===== src/rtl/color_wheel_fader.sv =====
// Hue-wheel RGB duty generator: ramps through six segments, one INC step per prescaler tick.
// Optional FADER_REVERSE_EN adds a dir input that lets the wheel step backwards.
module color_wheel_fader #(
   parameter int unsigned PWM_INTERVAL = 1200,
   parameter int unsigned STEP_CYCLES  = 20000,
   parameter int unsigned INC          = 12,
   localparam int unsigned W           = $clog2(PWM_INTERVAL + 1)
) (
   input  logic         clk,
   input  logic         rst,
   input  logic         en,
`ifdef FADER_REVERSE_EN
   input  logic         dir,
`endif
   output logic [W-1:0] r_duty,
   output logic [W-1:0] g_duty,
   output logic [W-1:0] b_duty,
   output logic         duty_stb,
   output logic [2:0]   seg
);

   localparam int unsigned PW = (STEP_CYCLES > 1) ? $clog2(STEP_CYCLES) : 1;
   localparam logic [W:0] MaxW1 = (W + 1)'(PWM_INTERVAL);
   localparam logic [W:0] IncW1 = (W + 1)'(INC);

   logic [PW-1:0] presc_q, presc_d;
   logic [W-1:0]  ramp_q, ramp_d;
   logic [2:0]    seg_q, seg_d;
   logic [W-1:0]  r_q, r_d, g_q, g_d, b_q, b_d;
   logic          tick, tick_q, stb_q;
   logic          rev;
   logic [W:0]    ramp_inc, rise, fall;

`ifdef FADER_REVERSE_EN
   assign rev = dir;
`else
   assign rev = 1'b0;
`endif

   always_comb begin
      tick     = en && (presc_q == PW'(STEP_CYCLES - 1));
      presc_d  = presc_q;
      ramp_d   = ramp_q;
      seg_d    = seg_q;
      ramp_inc = {1'b0, ramp_q} + IncW1;
      if (en) begin
         presc_d = tick ? '0 : presc_q + 1'b1;
      end
      if (tick) begin
         if (rev) begin
            if (ramp_q == '0) begin
               seg_d  = (seg_q == 3'd0) ? 3'd5 : seg_q - 3'd1;
               ramp_d = W'(MaxW1 - IncW1);
            end else begin
               ramp_d = W'({1'b0, ramp_q} - IncW1);
            end
         end else if (ramp_inc >= MaxW1) begin
            ramp_d = '0;
            seg_d  = (seg_q == 3'd5) ? 3'd0 : seg_q + 3'd1;
         end else begin
            ramp_d = W'(ramp_inc);
         end
      end
   end

   // Duties follow the current state, so they trail the tick edge by one clock.
   always_comb begin
      rise = {1'b0, ramp_q};
      fall = MaxW1 - rise;
      r_d  = W'(MaxW1);
      g_d  = '0;
      b_d  = '0;
      unique case (seg_q)
         3'd0: begin r_d = W'(MaxW1); g_d = W'(rise);  b_d = '0;         end
         3'd1: begin r_d = W'(fall);  g_d = W'(MaxW1); b_d = '0;         end
         3'd2: begin r_d = '0;        g_d = W'(MaxW1); b_d = W'(rise);   end
         3'd3: begin r_d = '0;        g_d = W'(fall);  b_d = W'(MaxW1);  end
         3'd4: begin r_d = W'(rise);  g_d = '0;        b_d = W'(MaxW1);  end
         3'd5: begin r_d = W'(MaxW1); g_d = '0;        b_d = W'(fall);   end
         default: begin r_d = W'(MaxW1); g_d = '0;     b_d = '0;         end
      endcase
   end

   always_ff @(posedge clk) begin
      if (rst) begin
         presc_q <= '0;
         ramp_q  <= '0;
         seg_q   <= 3'd0;
         r_q     <= W'(MaxW1);
         g_q     <= '0;
         b_q     <= '0;
         tick_q  <= 1'b0;
         stb_q   <= 1'b0;
      end else begin
         presc_q <= presc_d;
         ramp_q  <= ramp_d;
         seg_q   <= seg_d;
         r_q     <= r_d;
         g_q     <= g_d;
         b_q     <= b_d;
         tick_q  <= tick;
         stb_q   <= tick_q;
      end
   end

   assign r_duty   = r_q;
   assign g_duty   = g_q;
   assign b_duty   = b_q;
   assign duty_stb = stb_q;
   assign seg      = seg_q;

endmodule


===== config.mk =====
export PLATFORM = sky130hd
export DESIGN_NAME = color_wheel_fader
export DESIGN_NICKNAME = d
export VERILOG_FILES = /design/src/rtl/color_wheel_fader.sv
export SDC_FILE = /design/constraint.sdc
export NUM_CORES = 1
export LEC_CHECK = 0
export CORE_MARGIN = 10
export CORE_UTILIZATION = 40
export DETAILED_ROUTE_END_ITERATION = 10
export REMOVE_ABC_BUFFERS = 1
export SYNTH_ARGS = -nofsm -noshare
export SYNTH_HDL_FRONTEND = slang
export SYNTH_SLANG_ARGS = --single-unit

===== constraint.sdc =====
create_clock -name clk -period 3.2 [get_ports clk]
set_input_delay 0.8 -clock clk [delete_from_list [all_inputs] [get_ports clk]]
set_output_delay 0.8 -clock clk [all_outputs]
set_load 0.01 [all_outputs]

* Yosys cells after proc, flatten, opt, wreduce, memory -nomap -nowiden
Cells that the tools add are included.
** Storage, ports and cells
- Logic and storage cells :: 31
- Bits of input ports :: 3
- Output and inout bits :: 37
- Bits in registers :: 64
** Operators by class
- Equality and inequality tests :: 6
- Mux-type cells :: 6
- Magnitude comparators :: 1
- Reductions and logical operators :: 6
- Add/sub/neg operators :: 4
** Operators by type and width (count)
- 11-bit one-hot mux with 3 select lines :: 3
- 15-bit by 1-bit adder with 15-bit output, second input constant :: 1
- 15-bit == test, second input constant :: 1
- 15-bit two-way mux :: 1
- 11-bit by 4-bit adder with 12-bit output, second input constant :: 1
- 12-bit by 11-bit greater-or-equal comparator with 1-bit output, second input constant :: 1
- 11-bit two-way mux :: 1
- 11-bit subtractor, first input constant :: 1
- 3-bit by 2-bit == test with 1-bit output, second input constant :: 2
- 3-bit == test, second input constant :: 2
- 2-bit OR reduction :: 3
- 3-bit by 1-bit adder with 3-bit output, second input constant :: 1
- 3-bit by 1-bit == test with 1-bit output, second input constant :: 1
- 3-bit zero test :: 1
- 3-bit two-way mux :: 1
- 2-bit AND reduction :: 1
- 1-bit logical AND :: 1

* Depth between registers and ports, before layout
Gate-level depths: netlist (run 1).
- Depth in word-level cells :: 3
- Gate-level depth with buffers :: 9
- Mapped depth without buffers :: 8

* Worst setup path before layout (run 1)
OpenSTA, ideal clock, no wires.
- Path kind :: flip-flop to flip-flop
- Start point :: register ramp_q[3]
- End point :: register seg_q[1] (netlist: seg[1])
- Stages on the path, launching flop included :: 9
- Data arrival time :: 2.088 ns
- Setup slack :: 0.989 ns
- Setup time :: 0.123 ns
- Period minus slack after synthesis :: 2.211 ns
- Data required time :: 3.077 ns
- Cell sequence :: dfxtp_1 > inv_1 > ha_1 > nand3b_1 > o21a_1 > a31oi_2 > o21ai_4 > o32ai_1 > mux2_1
** Between the ends
- Cells in the longest elaborated chain, start to end :: 3
** Ends and longest elaborated chain
- from (decl) :: line 27 : logic [W-1:0] ramp_q, ramp_d;
- from (signal assigned) :: line 96 : ramp_q <= ramp_d;
- 11-bit by 4-bit adder with 12-bit output :: line 45 : ramp_inc = {1'b0, ramp_q} + IncW1;
- 12-bit by 11-bit greater-or-equal comparator with 1-bit output :: line 57 : end else if (ramp_inc >= MaxW1) begin
- 2-bit AND reduction (no source line)
- to (signal assigned) :: line 97 : seg_q <= seg_d;
- to (decl) :: line 28 : logic [2:0] seg_q, seg_d;
No other way between the ends.
A chain may end at the register's enable or synchronous reset.

* Worst setup path after layout (run 1)
- Start point :: register ramp_q[3]
- End point :: register seg_q[0] (netlist: seg[0])
Same word-level chain as after synthesis.

==> results of run 1 <==
==> critical path, cell delays in order, from the launching register on <==
cell      delay (ns)
dfxtp_1         0.48
inv_1           0.13
ha_1            0.30
nand3b_1        0.27
nor2_1          0.35
a31oi_2         0.22
o21ai_4         0.33
o21ai_0         0.13
or3b_1          0.37
==> routing by layer <==
metal / wire length [um] / vias to the layer above / GRT usage (%)
met5: 0 / - / 0
met3: 517 / 7 / 4.750
met2: 3144 / 67 / 19.33
met4: 60 / 0 / 4.352
li1: - / 1266 / -
met1: 3242 / 1160 / 16.30
==> power breakdown <==
part,internal (mW),switching (mW)
Clock,0.271,0.300
Sequential,0.789,0.0124
Combinational,0.0466,0.0564
Total,1.11,0.368
==> registers in the layout, summed over array words and instances, names as in the netlist <==
register  count
presc_q      15
b_duty       11
g_duty       11
r_duty       11
ramp_q        9
seg           3
duty_stb      1
tick_q        1
==> cells in the mapped netlist, types with 9 or more instances <==
cell type / n
dfxtp_1: 62
nor2_1: 47
o21ai_0: 28
nand2_1: 22
a22oi_1: 16
a21oi_1: 14
nand3_1: 11
nand4_1: 11
clkbuf_1: 10
xor2_1: 10
inv_1: 9
nor3_1: 9
==> area by class of cell <==
cell class	instances	share of cell area (%)
well taps	99	3.495
multi-input cells	249	43.88
repair buffers	45	12.28
flip-flops and latches	62	35.02
inverters	9	0.9531
clock inverters	5	0.7766
clock buffers	10	3.600
==> logic make-up (layout without fill, tap and decap cells) <==
logic type	after synthesis	in the layout	synth area share, %
flops	62	62	42.36
fa+ha+maj	5	5	2.135
simple gates	131	131	22.03
other cells	1	6	0.1280
xor+xnor	19	19	6.319
mux	1	1	0.3843
compound gates	87	87	21.44
buf+inv	32	69	5.209
==> worst paths after layout <==
path,startpoint,endpoint,slack (ns)
min,tick_q,duty_stb,0.45
min reg2reg,tick_q,duty_stb,0.45
max reg2reg,ramp_q[3],seg[0],0.51
max,ramp_q[3],seg[0],0.51
==> stage by stage <==
stage,setup slack [ns],utilization [%]
after floorplan,0.9817,-
after global placement,0.3648,47.24
after detailed placement,0.3388,47.24
after CTS,0.5078,49.40
after global routing,0.2907,49.40
final,0.5096,49.40
==> metrics, run 1 <==
worst hold margin 0.4493 ns; post-route cell area 3545 sq um; port bufs 39; Mapped Cells between 300 and 400; top cells by area, synth dfxtp_1 (42%), nor2_1 (6.0%), o21ai_0 (4.8%); Worst Hold Class reg -> reg; setup tns final 0 ns; max-cap viol count 0; gr ovfl total 0; post-route insts no fill 479; Yosys top cell area share 42.36%; final wirelength 6964 um; Setup CP Type reg -> reg; Post-CTS Repair Setup Buffers 0; CTS H-Tree Depth 3; Post-CTS Hold Fix Bufs 0; Seq/Total Area, Yosys 42.36%; via-per-instance ratio between 5 and 6; worst r2r path cells 8; top_reg_cell synth dfxtp_1; Final Max Slew Viols 0; total CTS buffers 9; Post-DP HPWL 5040 um; Max rail drop VDD 0.2123 mV; area leader, netlist dfxtp_1; Synth cell types 55; Leakage 1.218 nW; critical path startpoint category register; initial antenna violation count 0; first-pass detailed-route iteration total 4; Overall Global Routing Usage 12.74%; fin crit period roughly 2.7 ns; clk sinks 62; worst-margin pin slew approximately 0.67 ns; Die Footprint 11150 sq um; hold path cells 1; DIE HEIGHT 105.6 um; Yosys warnings 0; CTS clock-pin slew for the worst setup and hold paths 0.07 ns; Final Hold Viols 0; number of global-route vias before repair 2427; worst-path fanout max 10; Post-DRT Antenna Nets 0; WP data arrival 2.92 ns; commonest non-fill, non-tap cell in the layout dfxtp_1; Layout Nets 384; Final Wtd Congestion between 0.8 and 0.9; Pwr per Cell Area 416.0 nW/um^2; fin crit share 84.08%; placed insts around 460; register bit total from synthesis 62; final total power 1.475 mW; row count 31; Multi-input gate area 1555 sq um; Max Fclk 371.7 MHz; share of cells above drive strength 1 9.211%; n_diodes 0; clock latency on the worst-skew pair 0.34 ns; Die X 105.6 um; Mapped Area 2930 sq um; first-pass GRT wire length 11830 um; EDFF count, synth 0; placed cell area 3390 sq um; drt drc 0; status complete, no violations; Critical Path Sink Type register; initial core utilization 40.84%; Critical Path RT 3.43 ns; Avg Cell Area, Syn 8.670 sq um; TritonCTS clock tree yes; # setup viols final 0; Rel. slew slack 55.32%; CTS root buffer clkbuf_8; most frequent cells in the layout dfxtp_1 (62), nor2_1 (47), clkdlybuf4s50_1 (39); core area around 7200 sq um; Bufs on Longest Clock Path 2; Area growth syn-to-layout 20.97%; largest net degree at the start of global routing 18; RSZ-0062 raised after global routing false; IO Count 40; Clock Skews between 0.01 and 0.015 ns; post-CTS resize count 0; asr flop ratio synth 0%; Register Area 1241 sq um; Filler cells 711; vias 2500; wire per inst around 15 um; initial drt markers between 150 and 200
No activity file was read; power rests on OpenSTA's default activity.
==> inputs of run 2 (changes only) <==
Clock period 3.2 ns to 2.45 ns, I/O delays scaled along.
==> metrics, run 2 (synthesized netlist as in run 1, its figures left out) <==
via-per-instance ratio 5.135 (was 5.219); worst-path fanout max 6 (was 10); max FFs per register 15 (unchanged); Die Footprint 11150 sq um (unchanged); fin crit share 95.72% (was 84.08%); fin util 52.73% (was 49.40%); TritonCTS clock tree yes (unchanged); fin crit period 2.345 ns (was 2.690 ns); IO Count 40 (unchanged); Post-DRT Antenna Nets 0 (unchanged); Area growth syn-to-layout 29.12% (was 20.97%); RSZ-0062 raised after global routing false (unchanged); Leakage 1.354 nW (was 1.218 nW); Post-DP HPWL 5368 um (was 5040 um); Filler cells 691 (was 711); Max Fclk 426.4 MHz (was 371.7 MHz); worst r2r path cells 8 (unchanged); status complete, no violations (unchanged); Die X 105.6 um (unchanged); CP Launch Point ramp_q[2] (was ramp_q[3]); CP max stage cell dfxtp_1 (unchanged); most frequent cells in the layout dfxtp_1 (62), nor2_1 (46), clkdlybuf4s50_1 (39) (was dfxtp_1 (62), nor2_1 (47), clkdlybuf4s50_1 (39)); first-pass GRT wire length 12170 um (was 11830 um); Critical Path Sink Type register (unchanged); Post-CTS Hold Fix Bufs 0 (unchanged); WP data arrival 2.56 ns (was 2.92 ns); setup tns final 0 ns (unchanged); initial core utilization 40.84% (unchanged); Final Max Slew Viols 0 (unchanged); largest net degree at the start of global routing 17 (was 18); gr ovfl total 0 (unchanged); CTS H-Tree Depth 3 (unchanged); total CTS buffers 9 (unchanged); n_diodes 0 (unchanged); Max rail drop VDD 0.2219 mV (was 0.2123 mV); post-route cell area 3784 sq um (was 3545 sq um); Worst Hold Class reg -> reg (unchanged); clk sinks 62 (unchanged); vias 2588 (was 2500); final wirelength 7145 um (was 6964 um); largest stage delay on the critical path 0.40 ns (was 0.48 ns); R2R Path Start ramp_q[2] (was ramp_q[3]); critical path startpoint category register (unchanged); CTS root buffer clkbuf_8 (unchanged); Setup CP Type reg -> reg (unchanged); Bufs on Longest Clock Path 2 (unchanged); initial drt markers 141 (was 165); placed cell area 3575 sq um (was 3390 sq um); worst reg-to-reg setup slack 0.10 ns (was 0.51 ns); worst-margin pin slew 0.5901 ns (was 0.6651 ns); HP Start tick_q (unchanged); core area 7176 sq um (unchanged); Critical Path RT 2.67 ns (was 3.43 ns); Pwr per Cell Area 532.7 nW/um^2 (was 416.0 nW/um^2); # setup viols final 0 (unchanged); reg2reg end seg[0] (unchanged); Rel. slew slack 60.61% (was 55.32%); CTS clock-pin slew for the worst setup and hold paths 0.07 ns (about the same); wire per inst 14.18 um (was 14.54 um); Layout Nets 408 (was 384); Worst setup endpoint seg[0] (unchanged); commonest non-fill, non-tap cell in the layout dfxtp_1 (unchanged); clock latency on the worst-skew pair 0.34 ns (about the same); Clock Skews 0.01150 ns (was 0.01379 ns); Biggest register presc_q (unchanged); CP Cell Sequence inv_1 > ha_1 > nand3b_1 > o21a_1 > a311oi_2 > a211oi_4 > o211ai_1 > or3b_1 (was inv_1 > ha_1 > nand3b_1 > nor2_1 > a31oi_2 > o21ai_4 > o21ai_0 > or3b_1); initial antenna violation count 0 (unchanged); max-cap viol count 0 (unchanged); number of global-route vias before repair 2530 (was 2427); Final Wtd Congestion 0.8669 (was 0.8550); Final Hold Viols 0 (unchanged); drt drc 0 (unchanged); DIE HEIGHT 105.6 um (unchanged); first-pass detailed-route iteration total 4 (unchanged); share of cells above drive strength 1 15.31% (was 9.211%); port bufs 39 (unchanged); Overall Global Routing Usage 13.24% (was 12.74%); row count 31 (unchanged)
==> run 2: cell type report <==
| cell class | instances | area (sq um) | share of cell area (%) |
|---|---|---|---|
| clock buffers | 11 | 151.4 | 4.001 |
| clock inverters | 5 | 33.78 | 0.8929 |
| inverters | 9 | 33.78 | 0.8929 |
| multi-input cells | 249 | 1572 | 41.53 |
| flip-flops and latches | 62 | 1241 | 32.80 |
| well taps | 99 | 123.9 | 3.274 |
| repair buffers | 69 | 628.1 | 16.60 |
==> run 2: worst min-delay path by stage <==
stage                     cells after the start  endpoint
after global routing                          1  duty_stb
after detailed placement                      1  duty_stb
after global placement                        1  duty_stb
final                                         1  duty_stb
after floorplan                               1  duty_stb
after CTS                                     1  duty_stb
==> run 2: where the power goes <==
group / leakage [nW] / total, mW / internal (mW) / switching [mW]
Sequential: 0.503 / 1.05 / 1.03 / 0.0159
Clock: 0.0913 / 0.821 / 0.420 / 0.401
Combinational: 0.760 / 0.148 / 0.0706 / 0.0778
Total: 1.35 / 2.02 / 1.52 / 0.495
==> run 2: what timing repair did <==
action	in CTS	in global routing
resized for setup	0	3
setup endpoints to repair	0	3
setup buffers	0	1
==> run 2: through the flow <==
stage          total power [mW]  setup WS [ns]  hold slack [ns]  instances
2_1_floorplan             1.135         0.2317           0.4138        320
3_3_place_gp              1.218        0.06553           0.4317        487
3_5_place_dp              1.219        0.02245           0.4414        487
4_1_cts                   2.042         0.1568           0.4543        503
5_1_grt                   2.119       0.009182           0.4707        504
6_report                  2.016         0.1048           0.4525        504
==> run 2: critical path, delay by kind of cell (launching register included) <==
kind	cells	cell delay, ns
compound gates	4	0.89
buf+inv	1	0.10
simple gates	2	0.62
fa+ha+maj	1	0.21
flops	1	0.40
==> run 2: layer usage <==
layer	routed length [um]	global-route usage, %
met1	3304	16.42
met2	3197	20.36
met3	487	5.055
met4	155	5.126
met5	0	0
==> inputs of run 3 (changes only) <==
Settings changed: ABC_CLOCK_PERIOD_IN_PS set to 2450.
==> results of run 3 <==
Same layout as run 2: the final DEF is identical, and so are final timing and power.
